### src/rtl/mc_control_unit.sv
// Multi-cycle control unit: state register, wait counter with timeout,
// and the datapath enables/selects that each state drives.
// Ports:
//   clk, reset             - clock and synchronous active-high reset
//   instruction            - IR contents (op = [1:0], func_3 = top 3 bits)
//   zero_flag, mem_ready   - ALU zero result and memory completion
//   pc_write, adr_src, mem_wr, ir_wr, reg_wr      - 1-bit enables/selects
//   result_src, alu_src_a, alu_src_b, imm_src     - 2-bit selects
//   alu_control            - ALU operation
//   curr_state             - registered state
//   illegal_op             - high while in FAULT
module mc_control_unit #(
    parameter int unsigned INSTR_W     = 16,
    parameter bit          MEM_WAIT_EN = 1'b1,
    parameter int unsigned TIMEOUT     = 64
) (
    input  logic               clk,
    input  logic               reset,
    input  logic [INSTR_W-1:0] instruction,
    input  logic               zero_flag,
    input  logic               mem_ready,
    output logic               pc_write,
    output logic               adr_src,
    output logic               mem_wr,
    output logic               ir_wr,
    output logic               reg_wr,
    output logic [1:0]         result_src,
    output logic [1:0]         alu_src_a,
    output logic [1:0]         alu_src_b,
    output logic [1:0]         imm_src,
    output logic [2:0]         alu_control,
    output logic [3:0]         curr_state,
    output logic               illegal_op
);

    typedef enum logic [3:0] {
        FETCH     = 4'h0,
        DECODE    = 4'h1,
        MEM_ADR   = 4'h2,
        MEM_READ  = 4'h3,
        MEM_WB    = 4'h4,
        MEM_WRITE = 4'h5,
        EXECUTE_R = 4'h6,
        ALU_WB    = 4'h7,
        EXECUTE_I = 4'h8,
        BNEZ      = 4'h9,
        BEQZ      = 4'hA,
        JMP       = 4'hB,
        FAULT     = 4'hF
    } state_t;

    // Counter only needs to reach TIMEOUT-1 before the fault fires.
    localparam int unsigned CW = (TIMEOUT > 1) ? $clog2(TIMEOUT) : 1;
    localparam logic [CW-1:0] TO_LAST =
        CW'((TIMEOUT > 0) ? TIMEOUT - 1 : 0);

    state_t        state, state_nxt;
    logic [CW-1:0] wait_cnt, wait_cnt_nxt;
    logic          rdy;
    logic          waiting;
    logic          timed_out;
    logic [1:0]    op;
    logic [2:0]    func_3;
    logic          unused_bits;

    assign rdy         = MEM_WAIT_EN ? mem_ready : 1'b1;
    assign op          = instruction[1:0];
    assign func_3      = instruction[INSTR_W-1 -: 3];
    assign unused_bits = ^instruction[INSTR_W-4:2];
    assign curr_state  = state;

    always_ff @(posedge clk) begin
        if (reset) begin
            state    <= FETCH;
            wait_cnt <= '0;
        end else begin
            state    <= state_nxt;
            wait_cnt <= wait_cnt_nxt;
        end
    end

    always_comb begin
        pc_write     = 1'b0;
        adr_src      = 1'b0;
        mem_wr       = 1'b0;
        ir_wr        = 1'b0;
        reg_wr       = 1'b0;
        result_src   = 2'b00;
        alu_src_a    = 2'b00;
        alu_src_b    = 2'b00;
        imm_src      = 2'b00;
        alu_control  = 3'b000;
        illegal_op   = 1'b0;
        waiting      = 1'b0;
        state_nxt    = state;
        wait_cnt_nxt = wait_cnt;

        case (state)
            FETCH: begin
                alu_src_b  = 2'b10;
                result_src = 2'b10;
                ir_wr      = rdy;
                pc_write   = rdy;
                waiting    = 1'b1;
                if (rdy) state_nxt = DECODE;
            end
            DECODE: begin
                alu_src_a = 2'b01;
                alu_src_b = 2'b01;
                imm_src   = 2'b10;
                unique case (op)
                    2'b00: state_nxt = EXECUTE_R;
                    2'b01: state_nxt = EXECUTE_I;
                    2'b10: state_nxt = MEM_ADR;
                    2'b11: begin
                        unique case (func_3)
                            3'b000:  state_nxt = BEQZ;
                            3'b001:  state_nxt = BNEZ;
                            3'b010:  state_nxt = JMP;
                            default: state_nxt = FAULT;
                        endcase
                    end
                endcase
            end
            MEM_ADR: begin
                alu_src_a = 2'b10;
                alu_src_b = 2'b01;
                imm_src   = 2'b01;
                state_nxt = func_3[0] ? MEM_WRITE : MEM_READ;
            end
            MEM_READ: begin
                adr_src = 1'b1;
                waiting = 1'b1;
                if (rdy) state_nxt = MEM_WB;
            end
            MEM_WB: begin
                result_src = 2'b01;
                reg_wr     = 1'b1;
                state_nxt  = FETCH;
            end
            MEM_WRITE: begin
                adr_src = 1'b1;
                mem_wr  = 1'b1;
                waiting = 1'b1;
                if (rdy) state_nxt = FETCH;
            end
            EXECUTE_R: begin
                alu_src_a   = 2'b10;
                alu_control = func_3;
                state_nxt   = ALU_WB;
            end
            EXECUTE_I: begin
                alu_src_a   = 2'b10;
                alu_src_b   = 2'b01;
                alu_control = func_3;
                state_nxt   = ALU_WB;
            end
            ALU_WB: begin
                reg_wr    = 1'b1;
                state_nxt = FETCH;
            end
            BNEZ, BEQZ: begin
                alu_src_a   = 2'b10;
                alu_src_b   = 2'b11;
                alu_control = 3'b001;
                pc_write    = (state == BEQZ) ? zero_flag : ~zero_flag;
                state_nxt   = FETCH;
            end
            JMP: begin
                pc_write  = 1'b1;
                state_nxt = FETCH;
            end
            // FAULT and the unused encodings are sticky until reset.
            default: begin
                illegal_op = 1'b1;
                state_nxt  = FAULT;
            end
        endcase

        // A ready response in the last allowed cycle still wins.
        timed_out = waiting && !rdy && (TIMEOUT != 0) &&
                    (wait_cnt == TO_LAST);
        if (timed_out) state_nxt = FAULT;

        // Any state change (i.e. entering a wait state) or a
        // completed access restarts the count.
        if ((state_nxt != state) || rdy)
            wait_cnt_nxt = '0;
        else if (waiting && (wait_cnt != '1))
            wait_cnt_nxt = wait_cnt + 1'b1;
    end

endmodule

### config.mk
export PLATFORM = sky130hd
export DESIGN_NAME = mc_control_unit
export DESIGN_NICKNAME = d
export VERILOG_FILES = /design/src/rtl/mc_control_unit.sv
export SDC_FILE = /design/constraint.sdc
export NUM_CORES = 1
export LEC_CHECK = 0
export CORE_MARGIN = 2
export CORE_UTILIZATION = 43
export DETAILED_ROUTE_END_ITERATION = 12
export PLACE_DENSITY = 0.86
export SLEW_MARGIN = 20
export SYNTH_ARGS = -nofsm -noshare
export SYNTH_HDL_FRONTEND = slang
export SYNTH_SLANG_ARGS = --single-unit
### constraint.sdc
create_clock -name clk -period 5.1 [get_ports clk]
set_clock_uncertainty 0.05 [all_clocks]
set_input_delay 1.02 -clock clk [delete_from_list [all_inputs] [get_ports clk]]
set_output_delay 1.02 -clock clk [all_outputs]
set_load 0.05 [all_outputs]
# After elaboration in Yosys (flattened, before gate mapping)
# Cells that the tools add are included.
[classes]
bitwise = 1
n_addsub = 1
eq_ne = 19
reduce_logical = 18
mux = 21
[ops]
columns = ["operator", "n"]
rows = [
  ["$pmux W4 S7", 1],
  ["$eq A4 B3 Y1 const B", 4],
  ["$eq A4 B4 Y1 const B", 4],
  ["$mux W4", 4],
  ["$pmux W4 S4", 1],
  ["$pmux W2 S2", 3],
  ["$reduce_or A12 Y1", 1],
  ["$reduce_or A2 Y1", 5],
  ["$reduce_or A5 Y1", 2],
  ["$pmux W3 S3", 1],
  ["$eq A4 B2 Y1 const B", 2],
  ["$mux W1", 7],
  ["$add A6 B1 Y6 const B", 1],
  ["$eq A6 B6 Y1 const B", 1],
  ["$ne A6 B6 Y1 const B", 1],
  ["$pmux W2 S3", 1],
  ["$pmux W3 S2", 1],
  ["$reduce_or A3 Y1", 2],
  ["$eq A2 B2 Y1 const B", 2],
  ["$eq A4 B1 Y1 const B", 1],
  ["$logic_not A4 Y1", 1],
  ["$ne A4 B4 Y1", 1],
  ["$eq A3 B1 Y1 const B", 1],
  ["$eq A3 B2 Y1 const B", 1],
  ["9 further kinds", 11],
]
[totals]
wordCells = 62
output_inout_bits = 21
ff_bits = 10
in_bits = 20

# Depth between registers and ports, before layout
[logic_depth]
depth_word = 9
ltp_mapped = 9
ltp_nobuf = 8

# Worst setup path after synthesis
# No wires, ideal clock.
[synth_path]
path_type = "reg-to-output"
from = "reg state[2], in the netlist curr_state[2]"
to = "out ir_wr"
path_stages_with_launch = 5
t_arrival_ns = 3.118
path_buffers = 2
t_required_ns = 4.030
setup_slack_ns = 0.912
path_cell_list = "dfxtp_1 -> buf_2 -> buf_1 -> nor4_1 -> and2_1"
[synth_between]
elab_chain_cells = 2
[synth_lines]
columns = ["item", "line", "text"]
rows = [
  ["from (decl)", "57", "state_t state, state_nxt;"],
  ["from (signal assigned)", "77", "state <= state_nxt;"],
  ["$logic_not A4 Y1", "98", "case (state)"],
  ["$mux W1", "98", ""],
  ["to (decl)", "25", "output logic ir_wr,"],
]
# No other way between the ends.

# Final worst setup path
[layout_path]
from = "in mem_ready"
to = "out pc_write"
[layout_between]
elab_chain_cells = 1
[layout_lines]
columns = ["item", "line", "text"]
rows = [
  ["from (decl)", "21", "input logic mem_ready,"],
  ["$pmux W1 S3", "98", ""],
  ["to (decl)", "22", "output logic pc_write,"],
]
# No other way between the ends.

==> flow_metrics.tcl <==
set metrics [dict create \
    rsz0062_at_grt "false" \
    die_w_um 51.1 \
    cts_setup_buffers 0 \
    yosysSeqAreaShare 0.210 \
    ant_nets 0 \
    cts_hold_buf 0 \
    fin_crit_sh 0.770 \
    cp.required_ps 4030 \
    r2r_end "wait_cnt[3]" \
    die_h_um 51.1 \
    r2r_cells 6 \
    rr_startpoint "curr_state[0]" \
    wirelength_mm 2.22 \
    worstSetupStartpointType "input pin" \
    numCtsBuffers 3 \
    vdd_drop_max_uv 185 \
    arrival_ps 2860 \
    drive_gt1_frac 0.0728 \
    die-area_um2 2610 \
    post-route-min-period_ps 3930 \
    seqCellArea_um2 200 \
    slew_viol_final 0 \
    fill_cells 208 \
    min_from "wait_cnt[1]" \
    multiInputGateArea_um2 677 \
    critical_path.most_common_cell "clkdlybuf4s50_1" \
    status "finished clean" \
    area_growth_pct 31.7 \
    hold_class "register to register" \
    pin_count 41 \
    p_leak_nw 0.452 \
    finalHoldViolations 0 \
    cpLargestDelayFamily "buffers and inverters" \
    cellPowerDensity_nw_per_um2 325 \
    slew_headroom 0.553 \
    cp_num_buf_inv 2 \
    synth-seq-cells 10 \
    yosysTopAreaCellShare 0.210 \
    min_to "wait_cnt[1]" \
    synth_top_area_cell "dfxtp_1" \
    syn_inst 129 \
    crit_type "input pin to output pin" \
    crit_start "mem_ready" \
    ctsHtreeMaxLevel 1 \
    clkLatencyLatePin_ps 270 \
    final.setup.tns_ps 0 \
    dr.first_iter.drc_count 21 \
    cts_tree "yes" \
    endpoint_kind "output pin" \
    synthTopCellsByArea "dfxtp_1 (21%), nor2_1 (6.3%), nor3_1 (5.8%), and2_1 (3.3%), nand2b_1 (3.3%)" \
    grt_start_max_net_pins 24 \
    synth_fp_nets 150 \
    grt_usage 0.186 \
    slowest_stage "clkdlybuf4s50_1" \
    dp_hpwl_mm 1.68 \
    syn_avg_cell_area_um2 7.40 \
    fmax_mhz 255 \
    synth_area_um2 955 \
    synth_async_sr_flop_share 0 \
    grt_pass1_wl_mm 3.72 \
    cts_resized 0 \
    core_region_area_um2 2150 \
    yosys_warnings 0 \
    synth-edff-count 0 \
    path_max_fanout 10 \
    num_vias 980 \
    cap_violations 0 \
    synth_cell_type_count 45 \
    diodes 0 \
    port_buffers 29 \
    grt_pass1_vias 886 \
    hold_depth 2 \
    start_util 0.444 \
    setup_viol 0 \
    final_nets 173 \
    antenna_found_initial 0 \
    cts_buffer_depth 2 \
    rrSetupSlack_ps 2690 \
    placementRows 17 \
    fin_util 0.585 \
    critPathMaxStageDelay_ps 810 \
    globalplace.congestion 0.839 \
    clkTransAtPathRegs_ps 60 \
    wl_per_cell_um 12.4 \
    worst_pin_slew_ps 670 \
    ys.flop_type "dfxtp_1" \
    routed_via_density 5.47 \
    firstDrtPassIters 4 \
    gr-total-overflow 0 \
    clock_sinks 10 \
    cts_root_buf "clkbuf_4" \
    drc 0 \
    crit_chain "clkdlybuf4s50_1 > a32oi_1 > nor2_1 > clkdlybuf4s50_1" \
]
[per-layer routing]
metal  part of all wire  track usage  routed length, um
met4              0.035        0.149                 77
met5                  0            0                  0
met1               0.46        0.221               1020
met3              0.047       0.0146                105
met2               0.46        0.305               1020
[state kept, by name (all words and copies together) (netlist names)]
register and cells:
wait_cnt 6, curr_state 4
[cells in the final DEF (no fill, tap or decap), drive strengths merged, types with 2 or more instances in the layout]
| master | count |
|---|---|
| and3 | 4 |
| or3 | 2 |
| a31oi | 3 |
| nor3 | 12 |
| mux2 | 2 |
| inv | 5 |
| o22ai | 2 |
| o32ai | 2 |
| clkdlybuf4s50 | 29 |
| o31ai | 2 |
| nand2 | 6 |
| clkbuf | 4 |
| a211oi | 3 |
| o21a | 2 |
| a32oi | 2 |
| and2 | 5 |
| nand4 | 2 |
| a21oi | 6 |
| o21ai | 6 |
| nor2b | 5 |
| o21bai | 2 |
| xor2 | 3 |
| dfxtp | 10 |
| nor2 | 16 |
| nand2b | 5 |
[power breakdown]
group / internal, mW / switching [mW] / leakage [nW]
sequential: 0.0827 / 0.0198 / 0.0812
clock: 0.0434 / 0.0275 / 0.0210
combinational: 0.0846 / 0.151 / 0.350
total: 0.211 / 0.198 / 0.452
[cell families (layout without fill, tap and decap cells)]
kind of cell	after synthesis	count (layout)	synth area share
flip-flops	10	10	0.210
buffers and inverters	16	38	0.0813
multiplexers	3	3	0.0341
adder cells (fa/ha/maj)	1	1	0.0131
XOR/XNOR	4	4	0.0367
AND/OR/NAND/NOR	62	62	0.354
AO/OA/AOI/OAI	33	33	0.271
[worst register-to-register path, stage by stage, from the launching register on]
cell	delay [ps]
dfxtp_1	720
and2b_1	320
a211oi_1	110
o32ai_1	440
nor3_1	90
o21ai_1	450
nor3_1	110
[worst max path at each step]
stage	to	slack, ps	cells past startpoint
after floorplan	ir_wr	910	4
after global placement	pc_write	1210	4
after detailed placement	pc_write	1180	4
after CTS	pc_write	1170	4
after global routing	pc_write	1090	4
final	pc_write	1170	4
[Yosys cell counts (3+ instances only)]
cell type / n
dfxtp_1: 10
xor2_1: 3
and3_1: 4
inv_1: 5
nor2_1: 16
and2_1: 5
nor3_1: 11
nor2b_1: 5
clkbuf_1: 4
nand2b_1: 5
o21ai_0: 5
nand2_1: 6
a21oi_1: 6
[through the flow]
stage                     area (um2)  hold slack [ps]  std cells  total power, mW  worst slack, ps
after floorplan                  955              460        129            0.279              912
after global placement          1220              473        175            0.335             1210
after detailed placement        1220              498        175            0.339             1180
after CTS                       1260              520        179            0.411             1170
after global routing            1260              561        179            0.436             1090
final                           1260              514        179            0.409             1170
[cell type report]
type                       instances  area share
clock buffer                       4      0.0289
sequential                        10       0.159
inverter                           5      0.0149
multi-input combinational        103       0.538
tap                               28      0.0279
timing repair buffer              29       0.231
No activity file was read; power rests on OpenSTA's default activity.
